--- config.mk ---
export PLATFORM = sky130hd
export DESIGN_NAME = debouncer_multi_flat
export DESIGN_NICKNAME = d
export VERILOG_FILES = /design/src/rtl/debouncer_multi_if.sv /design/src/rtl/debouncer_multi.sv /design/src/flat_wrapper.sv
export SDC_FILE = /design/constraint.sdc
export NUM_CORES = 1
export LEC_CHECK = 0
export ABC_CLOCK_PERIOD_IN_PS = 1600
export CORE_UTILIZATION = 54
export CTS_BUF_LIST = sky130_fd_sc_hd__clkbuf_2
export CTS_CLUSTER_DIAMETER = 40
export DETAILED_ROUTE_END_ITERATION = 10
export PLACE_DENSITY = 0.8
export SYNTH_ARGS = -nofsm -noshare
export SYNTH_HDL_FRONTEND = slang
export SYNTH_SLANG_ARGS = --single-unit
--- constraint.sdc ---
create_clock -name clk -period 1.6 [get_ports clk]
set_input_delay 0.4 -clock clk [delete_from_list [all_inputs] [get_ports clk]]
set_output_delay 0.4 -clock clk [all_outputs]
set_load 0.01 [all_outputs]
--- src/rtl/debouncer_multi_if.sv ---
// debouncer_multi_if: raw channel inputs, count enable and debounced outputs of debouncer_multi
interface debouncer_multi_if #(parameter int CHANNELS = 2);
    logic                ce;
    logic [CHANNELS-1:0] in;
    logic [CHANNELS-1:0] out;
    logic [CHANNELS-1:0] rise;
    logic [CHANNELS-1:0] fall;
    logic                changed;
    modport master (output ce, in, input out, rise, fall, changed);
    modport slave (input ce, in, output out, rise, fall, changed);
endinterface

--- src/rtl/debouncer_multi.sv ---
// debouncer_multi: per-channel synchronizer plus stability counter; out follows in after a full quiet window
module debouncer_multi #(
    parameter int                  CHANNELS     = 2,
    parameter int                  COUNTER_BITS = 5,
    parameter int                  SYNC_STAGES  = 2,
    parameter logic [CHANNELS-1:0] RESET_VALUE  = '0
) (
    input  logic              clk,
    input  logic              reset,
    debouncer_multi_if.slave  bus
);
    logic [SYNC_STAGES-1:0][CHANNELS-1:0]  sync_q, sync_d;
    logic [CHANNELS-1:0][COUNTER_BITS-1:0] cnt_q, cnt_d;
    logic [CHANNELS-1:0] out_q, out_d, rise_q, rise_d, fall_q, fall_d;
    logic [CHANNELS-1:0] s, at_max, flip;
    logic                changed_q, changed_d;
    assign sync_d = {sync_q[SYNC_STAGES-2:0], bus.in};
    assign s      = sync_q[SYNC_STAGES-1];
    for (genvar g = 0; g < CHANNELS; g++) begin : g_max
        assign at_max[g] = &cnt_q[g];
    end
    // a channel commits only on the qualifying edge that finds its counter already at MAX
    assign flip      = (s ^ out_q) & at_max & {CHANNELS{bus.ce}};
    assign out_d     = out_q ^ flip;
    assign rise_d    = flip & s;
    assign fall_d    = flip & ~s;
    assign changed_d = |flip;
    always_comb begin
        for (int i = 0; i < CHANNELS; i++)
            cnt_d[i] = (s[i] == out_q[i] || flip[i]) ? '0 : bus.ce ? cnt_q[i] + 1'b1 : cnt_q[i];
    end
    always_ff @(posedge clk) begin
        if (reset) begin
            sync_q    <= {SYNC_STAGES{RESET_VALUE}};
            cnt_q     <= '0;
            out_q     <= RESET_VALUE;
            rise_q    <= '0;
            fall_q    <= '0;
            changed_q <= 1'b0;
        end else begin
            sync_q    <= sync_d;
            cnt_q     <= cnt_d;
            out_q     <= out_d;
            rise_q    <= rise_d;
            fall_q    <= fall_d;
            changed_q <= changed_d;
        end
    end
    assign bus.out     = out_q;
    assign bus.rise    = rise_q;
    assign bus.fall    = fall_q;
    assign bus.changed = changed_q;
endmodule

--- src/flat_wrapper.sv ---
// flat-port wrapper written by rule: the top's interface ports become plain ports
module debouncer_multi_flat 
#(
    parameter int                  CHANNELS     = 2,
    parameter int                  COUNTER_BITS = 5,
    parameter int                  SYNC_STAGES  = 2,
    parameter logic [CHANNELS-1:0] RESET_VALUE  = '0
)
  (clk, reset, bus_ce, bus_in, bus_out, bus_rise, bus_fall, bus_changed);
  debouncer_multi_if #(.CHANNELS(CHANNELS)) bus_i ();
  input  logic clk;
  input  logic reset;
  input wire logic [$bits(bus_i.ce)-1:0] bus_ce;
  input wire logic [$bits(bus_i.in)-1:0] bus_in;
  output wire logic [$bits(bus_i.out)-1:0] bus_out;
  output wire logic [$bits(bus_i.rise)-1:0] bus_rise;
  output wire logic [$bits(bus_i.fall)-1:0] bus_fall;
  output wire logic [$bits(bus_i.changed)-1:0] bus_changed;
  assign bus_i.ce = bus_ce;
  assign bus_i.in = bus_in;
  assign bus_out = bus_i.out;
  assign bus_rise = bus_i.rise;
  assign bus_fall = bus_i.fall;
  assign bus_changed = bus_i.changed;
  debouncer_multi #(.CHANNELS(CHANNELS), .COUNTER_BITS(COUNTER_BITS), .SYNC_STAGES(SYNC_STAGES), .RESET_VALUE(RESET_VALUE)) u_core (.clk(clk), .reset(reset), .bus(bus_i));
endmodule
== Word-level counts from Yosys, hierarchy flattened ==
Index checks and enable logic that the tools add are counted.
W data, S select, Z words.
Storage, ports and cells
  bits in registers: 21
  input bits: 5
  output and inout port bits: 7
  word-level logic and storage cells: 26
Cells by class
  add/subtract/negate cells: 2
  equality and inequality tests: 2
  bitwise logic cells: 7
  reductions and logical operators: 7
Operators by type and width (number)
  $add A5 B1 Y5 const B: 2
  $reduce_and A5 Y1: 2
  $and A2 B2 Y2: 4
  $reduce_or A2 Y1: 3
  $xor A2 B2 Y2: 2
  $eq A1 B1 Y1: 2
  $logic_or A1 B1 Y1: 2
  $not A2 Y2: 1

== Longest topological paths before layout ==
Gate-level depths: netlist (run 1).
  depth in word-level cells: 5
  mapped depth: 6

== Worst setup path after synthesis (run 1) ==
OpenSTA, ideal clock, no wires.
  path type: reg-to-reg
  start: register u_core.cnt_q[5] (netlist name)
  end: register u_core.cnt_q[5] (netlist name)
  data arrival time: 1.307 ns
  required time: 1.536 ns
  slack: 0.229 ns
  stages on the path, launching flop included: 6
  buffers on the path: 0
  period minus slack after synthesis: 1.371 ns
  cells stage by stage: dfxtp_1 ha_1 and3_1 ha_1 a211o_1 nor2_1
On the way
  word-level cells in the longest chain between the ends: 5
RTL lines
  start: declaration: line debouncer_multi.sv:13  | logic [CHANNELS-1:0][COUNTER_BITS-1:0] cnt_q, cnt_d;
  start signal: assignment: line debouncer_multi.sv:42  | cnt_q <= cnt_d;
  $reduce_and A5 Y1: line debouncer_multi.sv:20  | assign at_max[g] = &cnt_q[g];
  $and A2 B2 Y2 (2 in series): line debouncer_multi.sv:23  | assign flip = (s ^ out_q) & at_max & {CHANNELS{bus.ce}};
  $logic_or A1 B1 Y1: line debouncer_multi.sv:30  | cnt_d[i] = (s[i] == out_q[i] || flip[i]) ? '0 : bus.ce ? cnt_q[i] + 1'b1 : cnt_q[i];
  $reduce_or A2 Y1 (no source line)
Parallel ways exist; a longest one is shown, timed or not.
A chain may end at the register's enable or synchronous reset.

== Worst setup path after layout (run 1) ==
  start: register u_core.cnt_q[5] (netlist name)
  end: register u_core.cnt_q[7] (netlist name)
Same word-level chain as after synthesis.

==> metrics, run 1 <==
multi-input logic area=between 300 and 400 sq um; Max clock buf depth=2; M2 GR Usage=0.319; critical path's slowest cell=dfxtp_2; Num CTS Buffers=3; Post-synth top flop=dfxtp_1; layout cells sized above 1=0.147; first-pass GRT wire length=1.90 mm; routability cong.=0.617; Initial Utilization=0.593; Setup Crit Path Kind=reg -> reg; flop-to-flop setup slack=0.11 ns; CP arrival=1.76 ns; Final setup viols=0; Post-synth EDFFs=0; cells on worst reg2reg path=5; Min Clock Period, post-route=1.49 ns; crit start category=register; Hold WC Path Type=reg -> reg; Slew Limit Fails=0; Clock H-tree levels=1; cell mode on critical path=ha_1; CP required=1.87 ns; # diodes=0; CTS tree=yes; number of global-route vias before repair=490; Critical Path Sink Type=register; root buffer cell=clkbuf_2; area leader, netlist=dfxtp_1; #FFs+latches synth=21; Layout area overhead=22.6%; DRC=0; row count=13; drt wl/cell=11.6 um; Seq/Total Area, Yosys=0.532; count leader, synth=dfxtp_1; HPWL after DPL=885 um; mapped cell area=791 sq um; top cell type's share of synthesized area=0.532; IO buf count=11; RSZ-0062 raised after global routing=no; die area=1620 sq um; drt first-iter violations=5; top cells by area in the synthesized netlist=dfxtp_1, ha_1, xor2_1; Hold Crit Depth=1; fin crit share=0.932; max-cap violations=0; largest net degree at the start of global routing=13; Syn Inst Count=76; vias per inst=approximately 5.2; Worst-Skew Late Latency=0.32 ns; Worst Hold End=u_core.s[1]; average size of a mapped cell=10.4 sq um; Distinct cells, synth=18; core footprint=1330 sq um; height of the die=approximately 40 um; ys async rst share=0; P_leak=0.427 nW; total grt overflow=0; num ports=12; met3 usage=0.0333; normalized max-slew margin=0.767; Detailed Routing Iterations Pass 1=4; Critical Path Max Stage Delay=0.37 ns; reg-to-reg startpoint=u_core.cnt_q[5]; Fmax=approximately 0.67 GHz; warning count from the yosys run=0; DP Area=a little over 900 sq um; Worst-path clk slew=0.20 ns; Final Util=0.727; hold_sp=u_core.sync_d[3]; clock skew=between 0.02 and 0.025 ns; sequential standard cell area=424 sq um; met1 Use GR=0.201; CP Cell Sequence=ha_1 -> and3_1 -> ha_1 -> a211o_1 -> nor2_1; Fillers=roughly 110; Least-Margin Pin Slew=0.344 ns; final wirelength=1.28 mm; WHS=0.467 ns; Hold Vio Cnt, Final=0; Syn Nets=85; power per cell area=812 nW/um^2; Max Fanout on Critical Path=5; initial antenna violation count=0; Chip Width=40.3 um; Clock Sinks=21; Antenna Violating Nets Remaining=0; final instance area=970 sq um; status=finished, final reports clean; final net count=105; R2R Path End=u_core.cnt_q[7]; GRT busiest layer=met2; vias=576; maximum vdd drop=511 uV; most instantiated cells after synthesis=dfxtp_1, nor2_1, nand2_1, xor2_1; global router's overall resource usage=0.187
stage by stage:
step	instances	total power, mW	TNS, ns	worst slack, ns
global placement	104	0.586	0	0.0273
finish	110	0.788	0	0.108
CTS	110	0.797	0	0.0720
floorplan	76	0.566	0	0.229
global route	110	0.826	0	0.0109
detailed placement	104	0.586	-0.0524	-0.0256
where the power goes:
| part | total, mW | switching (mW) | internal (mW) |
|---|---|---|---|
| combinational | 0.0440 | 0.0193 | 0.0247 |
| sequential | 0.533 | 0.00397 | 0.529 |
| clock | 0.210 | 0.154 | 0.0566 |
logic make-up (layout without fill, tap and decap cells):
family,Yosys count,after routing,synth area share
buffers and inverters,3,22,0.0237
AOI/OAI and AO/OA,4,4,0.0348
adders and majority gates,4,4,0.0633
and+or+nand+nor,32,32,0.207
xor gates and xnor gates,8,8,0.0886
DFF,21,21,0.532
muxes,4,4,0.0506
worst max path at each step:
stage                    start               to  slack [ns]  cells after the start
6_report       u_core.cnt_q[5]  u_core.cnt_q[7]        0.11                      5
3_3_place_gp            bus_ce  u_core.cnt_q[8]        0.03                      5
4_1_cts        u_core.cnt_q[5]  u_core.cnt_q[7]        0.07                      5
5_1_grt        u_core.cnt_q[5]  u_core.cnt_q[7]        0.01                      5
2_1_floorplan  u_core.cnt_q[5]  u_core.cnt_q[5]        0.23                      5
3_5_place_dp            bus_ce  u_core.cnt_q[8]       -0.03                      5
cell type report:
| class | instances | area share |
|---|---|---|
| inverters | 1 | 0.00387 |
| clock buffers | 3 | 0.0155 |
| clock inverters | 1 | 0.00516 |
| flip-flops and latches | 21 | 0.437 |
| repair buffers | 17 | 0.151 |
| well taps | 15 | 0.0194 |
| multi-input cells | 52 | 0.368 |
routing by layer:
layer | share of wire | routed length, um | vias to the layer above
li1 | - | - | 298
met1 | 0.45 | 576 | 262
met2 | 0.50 | 634 | 14
met3 | 0.043 | 55 | 2
met4 | 0.0094 | 12 | 0
met5 | 0 | 0 | -
placed cells by master, fill, tap and decap left out, types with 4 or more instances in the layout:
| master | n |
|---|---|
| xor2_1 | 5 |
| buf_4 | 6 |
| dlygate4sd2_1 | 7 |
| nand2_1 | 7 |
| nor4b_1 | 4 |
| nor2b_1 | 4 |
| mux2i_1 | 4 |
| clkdlybuf4s50_1 | 4 |
| ha_1 | 4 |
| dfxtp_1 | 18 |
| nor2_1 | 10 |
registers in the layout (all words and copies together) (netlist names):
signal	cells
u_core.s	2
u_core.bus.out	2
u_core.bus.changed	1
u_core.sync_d	2
u_core.cnt_q	10
u_core.bus.fall	2
u_core.bus.rise	2
worst max-delay path, delay by kind of cell (launching register included):
kind / cells / cell delay, ns
fa+ha+maj: 2 / 0.40
compound gates: 1 / 0.37
flops: 1 / 0.37
simple gates: 2 / 0.32
timing repair:
action / in CTS / in global routing
hold buffers: 0 / 0
endpoints found under the hold margin: 0 / 0
gates resized for setup: 9 / 2
endpoints found under the setup margin: 7 / 3
gates cloned: 0 / 0
buffers inserted: 2 / 0
No activity file was read; power rests on OpenSTA's default activity.
==> run 2: changes to the inputs <==
--- a/config.mk
+++ b/config.mk
@@ -5,12 +5,12 @@
 export SDC_FILE = /design/constraint.sdc
 export NUM_CORES = 1
 export LEC_CHECK = 0
-export ABC_CLOCK_PERIOD_IN_PS = 1600
-export CORE_UTILIZATION = 54
+export ABC_CLOCK_PERIOD_IN_PS = 1800
+export CORE_UTILIZATION = 58
 export CTS_BUF_LIST = sky130_fd_sc_hd__clkbuf_2
 export CTS_CLUSTER_DIAMETER = 40
 export DETAILED_ROUTE_END_ITERATION = 10
-export PLACE_DENSITY = 0.8
+export PLACE_DENSITY = 0.85
 export SYNTH_ARGS = -nofsm -noshare
 export SYNTH_HDL_FRONTEND = slang
 export SYNTH_SLANG_ARGS = --single-unit
==> constraint.sdc (replaced) <==
create_clock -name clk -period 1.8 [get_ports clk]
set_input_delay 0.45 -clock clk [delete_from_list [all_inputs] [get_ports clk]]
set_output_delay 0.45 -clock clk [all_outputs]
set_load 0.02 [all_outputs]
==> run 2 against run 1 <==
Wire length rose by 1.3%. Setup slack gained 0.00082 ns. Power shrank 11%. Hold slack got worse by 0.012 ns. Cell area shrank 2.7%.
==> metrics, run 2 (same netlist as run 1, synthesis figures left out) <==
status=finished, final reports clean; IO buf count=11 (unchanged); Final setup viols=0 (unchanged); hold_sp=u_core.sync_d[3]; flop-to-flop setup slack=0.26 ns (+0.15 ns); maximum vdd drop=560 uV (+9.5%); first-pass GRT wire length=2.02 mm (+6.1%); Hold Crit Depth=1 (unchanged); Clock H-tree levels=1 (unchanged); Critical Path Sink Type=output port; clock skew=0.00555 ns (-0.0145 ns); drt first-iter violations=12 (+7); CP required=1.35 ns (-0.52 ns); final net count=102 (-2.9%); post-route setup slack=0.109 ns (+0.000815 ns); final instance area=943 sq um (-2.7%); worst setup path endpoint=bus_fall[0]; vias per inst=5.22 (-0.37%); crit start category=register; CP Cell Sequence=clkdlybuf4s50_1; cells on worst reg2reg path=6 (+1); power per cell area=744 nW/um^2 (-8.4%); Antenna Violating Nets Remaining=0 (unchanged); routability cong.=0.659 (+6.8%); RSZ-0062 raised after global routing=no; Min Clock Period, post-route=1.69 ns; final wirelength=1.30 mm (+1.3%); Worst Setup SP=u_core.bus.fall[0]; core footprint=1190 sq um (-11%); Clock Sinks=21 (unchanged); number of cells on the critical path=1 (-4); P_leak=0.385 nW (-9.8%); Hold Vio Cnt, Final=0 (unchanged); global router's overall resource usage=0.208 (+0.0204); WHS=0.455 ns (-0.0124 ns); Crit path max-delay family=buffers and inverters; number of global-route vias before repair=486 (-0.82%); height of the die=38.9 um (-3.3%); drt wl/cell=12.2 um (+5.1%); Num CTS Buffers=3 (unchanged); Max Fanout on Critical Path=1 (-4); Layout area overhead=19.3%; root buffer cell=clkbuf_2; CTS Hold Bufs=0 (unchanged); die area=1520 sq um (-6.5%); largest reg by FF count=u_core.cnt_q; row count=12 (-1); Post-CTS Repair Setup Buffers=0 (-2); max-cap violations=0 (unchanged); DRC=0 (unchanged); # diodes=0 (unchanged); Tot Pwr=0.702 mW (-11%); Fillers=98 (-10%); post-cts resize count=2 (-7); total negative slack=0 ns (unchanged); max FFs per register=10 (unchanged); Least-Margin Pin Slew=0.308 ns (-0.0360 ns); Max clock buf depth=2 (unchanged); Buf/Inv on CP=1 (+1); Critical Path Max Stage Delay=0.59 ns (+0.22 ns); initial antenna violation count=0 (unchanged); Fmax=approximately 0.59 GHz; Worst-path clk slew=0.19 ns (about the same); num ports=12 (unchanged); placed insts=102 (-1.9%); layout cells sized above 1=0.0761 (-0.0713); Detailed Routing Iterations Pass 1=4 (unchanged); Setup Crit Path Kind=reg -> out; Final Util=0.795 (+0.0683); Hold WC Path Type=reg -> reg; commonest non-fill, non-tap cells in the layout=dfxtp_1, nor2_1, clkdlybuf4s50_1; Worst-Skew Late Latency=0.30 ns (-0.02 ns); CP arrival=1.24 ns (-0.52 ns); CTS tree=yes; total grt overflow=0 (unchanged); HPWL after DPL=984 um (+11%); most common cell after layout, fill and taps aside=dfxtp_1; reg-to-reg startpoint=u_core.cnt_q[0]; Non-Filler Instances=106 (-3.6%); R2R Path End=u_core.cnt_q[3]; vias=553 (-4.0%); DP Area=926 sq um (-0.94%); Slew Limit Fails=0 (unchanged); Post-Place Setup Slack=0.176 ns (+0.201 ns); Initial Utilization=0.667 (+0.0738); Chip Width=38.9 um (-3.3%); normalized max-slew margin=0.794 (+0.0266); largest net degree at the start of global routing=12 (-1); critical path's slowest cell=clkdlybuf4s50_1; fin crit share=0.939
[run 2: cell count changes in the layout (fill, tap and decap cells not counted), sizes merged]
cell / delta
dlygate4sd2: -5
clkdlybuf4s50: +5
clkinv: -1
buf: -3
clkbuf: +1
[run 2: per-layer routing]
layer,vias to the layer above,share of wire,global-route usage
li1,290,-,-
met1,249,0.47,0.229
met2,12,0.48,0.358
met4,0,0.015,0.129
met3,2,0.032,0.0405
met5,-,0,0
[run 2: worst min path at each step]
stage             endpoint
2_1_floorplan  u_core.s[0]
3_3_place_gp   u_core.s[0]
3_5_place_dp   u_core.s[1]
4_1_cts        u_core.s[1]
5_1_grt        u_core.s[1]
6_report       u_core.s[1]
[run 2: layout make-up]
type | instances | area (sq um) | share of cell area
flip-flops and latches | 21 | 420 | 0.446
multi-input cells | 52 | 352 | 0.373
repair buffers | 14 | 130 | 0.138
clock buffers | 4 | 20.0 | 0.0212
well taps | 14 | 17.5 | 0.0186
inverters | 1 | 3.75 | 0.00398
[run 2: power breakdown]
group	internal (mW)	total (mW)	switching, mW
sequential	0.471	0.474	0.00345
clock	0.0589	0.191	0.132
combinational	0.0204	0.0371	0.0166
total	0.550	0.702	0.152
==> run 3: changes to the inputs <==
--- a/config.mk
+++ b/config.mk
@@ -6,11 +6,13 @@
 export NUM_CORES = 1
 export LEC_CHECK = 0
 export ABC_CLOCK_PERIOD_IN_PS = 1800
-export CORE_UTILIZATION = 58
+export CELL_PAD_IN_SITES_DETAIL_PLACEMENT = 1
+export CELL_PAD_IN_SITES_GLOBAL_PLACEMENT = 1
+export CORE_UTILIZATION = 45
 export CTS_BUF_LIST = sky130_fd_sc_hd__clkbuf_2
 export CTS_CLUSTER_DIAMETER = 40
 export DETAILED_ROUTE_END_ITERATION = 10
-export PLACE_DENSITY = 0.85
+export PLACE_DENSITY_LB_ADDON = 0.1
 export SYNTH_ARGS = -nofsm -noshare
 export SYNTH_HDL_FRONTEND = slang
 export SYNTH_SLANG_ARGS = --single-unit
==> run 3 against run 2 <==
Cell area up 2.4%. Wire length up 11%. Final cell count up 2.8%. Non-clock buffer count up 1. Count of clock-buffer cells in the layout down 1. Sequential power about the same. Highest routed layer unchanged.
==> metrics, run 3 (same netlist as run 1, synthesis figures left out) <==
status=finished, final reports clean; WHS=0.457 ns (+0.00180 ns); CP arrival=1.26 ns (+0.02 ns); Clock H-tree levels=1 (unchanged); Post-CTS Repair Setup Buffers=0 (unchanged); fin crit share=0.952 (+0.0130); # diodes=0 (unchanged); total negative slack=0 ns (unchanged); CP Cell Sequence=clkdlybuf4s50_1; initial antenna violation count=0 (unchanged); number of global-route vias before repair=618 (+27%); crit start category=register; total grt overflow=0 (unchanged); Fmax=0.583 GHz (-1.4%); row count=14 (+2); final net count=103 (+0.98%); power per cell area=730 nW/um^2 (-1.8%); Setup Crit Path Kind=reg -> out; height of the die=43.9 um (+13%); die area=1930 sq um (+27%); flop-to-flop setup slack=0.27 ns (about the same); Fillers=181 (+85%); Worst Hold End=u_core.s[1]; P_leak=0.395 nW (+2.4%); root buffer cell=clkbuf_2; num ports=12 (unchanged); critical path's slowest cell=clkdlybuf4s50_1; DRC=0 (unchanged); CP required=1.35 ns (about the same); Final setup viols=0 (unchanged); core footprint=1580 sq um (+33%); Worst-path clk slew=0.18 ns (about the same); Hold Crit Depth=1 (unchanged); drt wl/cell=13.2 um (+8.1%); max FFs per register=10 (unchanged); most common cell after layout, fill and taps aside=dfxtp_1; HPWL after DPL=1.13 mm (+15%); R2R Path End=u_core.cnt_q[1]; global router's overall resource usage=0.193 (-0.0148); CTS tree=yes; post-cts resize count=2 (unchanged); Hold WC Path Type=reg -> reg; RSZ-0062 raised after global routing=no; Max clock buf depth=2 (unchanged); IO buf count=11 (unchanged); layout cells sized above 1=0.0860 (+0.00993); Num CTS Buffers=3 (unchanged); final wirelength=1.44 mm (+11%); Critical Path Sink Type=output port; Clock Sinks=21 (unchanged); Worst-Skew Late Latency=0.32 ns (+0.02 ns); Max Fanout on Critical Path=1 (unchanged); maximum vdd drop=486 uV (-13%); Min Clock Period, post-route=1.71 ns (+0.0235 ns); commonest non-fill, non-tap cells in the layout=dfxtp_1, nor2_1, clkdlybuf4s50_1; clock skew=0.0119 ns (+0.00635 ns); largest net degree at the start of global routing=13 (+1); placed insts=105 (+2.9%); CTS Hold Bufs=0 (unchanged); Critical Path Max Stage Delay=0.60 ns (about the same); Layout area overhead=22.2%; reg-to-reg startpoint=u_core.cnt_q[0]; Initial Utilization=0.502 (-0.165); Non-Filler Instances=109 (+2.8%); Chip Width=43.9 um (+13%); routability cong.=0.682 (+3.5%); cells on worst reg2reg path=6 (unchanged); drt first-iter violations=1 (-11); vias per inst=5.38 (+3.1%); Hold Vio Cnt, Final=0 (unchanged); Crit path max-delay family=buffers and inverters; normalized max-slew margin=0.817 (+0.0233); Slew Limit Fails=0 (unchanged); largest reg by FF count=u_core.cnt_q; Least-Margin Pin Slew=0.273 ns (-0.0348 ns); Worst Setup SP=u_core.bus.rise[0]; Antenna Violating Nets Remaining=0 (unchanged); first-pass GRT wire length=2.61 mm (+29%); Buf/Inv on CP=1 (unchanged); vias=586 (+6.0%); hold_sp=u_core.sync_d[3]; max-cap violations=0 (unchanged); Detailed Routing Iterations Pass 1=5 (+1)
## run 3: changes by cell type in the layout (fill, tap and decap cells not counted)
cell / delta
clkinv_2: +1
buf_12: +1
clkbuf_2: -1
## run 3: per-layer routing
metal / GRT usage / routed length (um) / up-vias
met3: 0.0750 / 60 / 4
met1: 0.210 / 626 / 277
met4: 0.0727 / 24 / 0
met2: 0.337 / 730 / 12
li1: - / - / 293
met5: 0 / 0 / -
## run 3: worst max-delay path by stage
| stage | slack, ns | cells after the start | end |
|---|---|---|---|
| final | 0.09 | 1 | bus_rise[0] |
| after global routing | 0.003 | 1 | bus_rise[1] |
| after CTS | 0.05 | 1 | bus_rise[0] |
| after detailed placement | 0.08 | 5 | u_core.cnt_q[3] |
| after global placement | 0.13 | 5 | u_core.cnt_q[3] |
| after floorplan | 0.43 | 5 | u_core.cnt_q[5] |
## run 3: cell type report
cell class,instances,area [sq um],share of cell area
Tap cell,16,20.0,0.0207
Timing Repair Buffer,15,150,0.155
Clock inverter,1,5.00,0.00518
Multi-Input combinational cell,52,352,0.364
Inverter,1,3.75,0.00389
Sequential cell,21,420,0.435
Clock buffer,3,15.0,0.0155
## run 3: where the power goes
part	internal, mW	switching [mW]	total [mW]
combinational	0.0246	0.0177	0.0423
clock	0.0504	0.139	0.189
sequential	0.471	0.00359	0.474
total	0.546	0.160	0.706
## run 3: per-stage QoR
stage | worst slack [ns] | util | instance area (sq um) | power [mW]
after floorplan | 0.429 | - | 791 | 0.503
after global placement | 0.128 | 0.602 | 948 | 0.525
after detailed placement | 0.0830 | 0.602 | 948 | 0.526
after CTS | 0.0538 | 0.613 | 966 | 0.718
after global routing | 0.00269 | 0.613 | 966 | 0.739
final | 0.0857 | 0.613 | 966 | 0.706
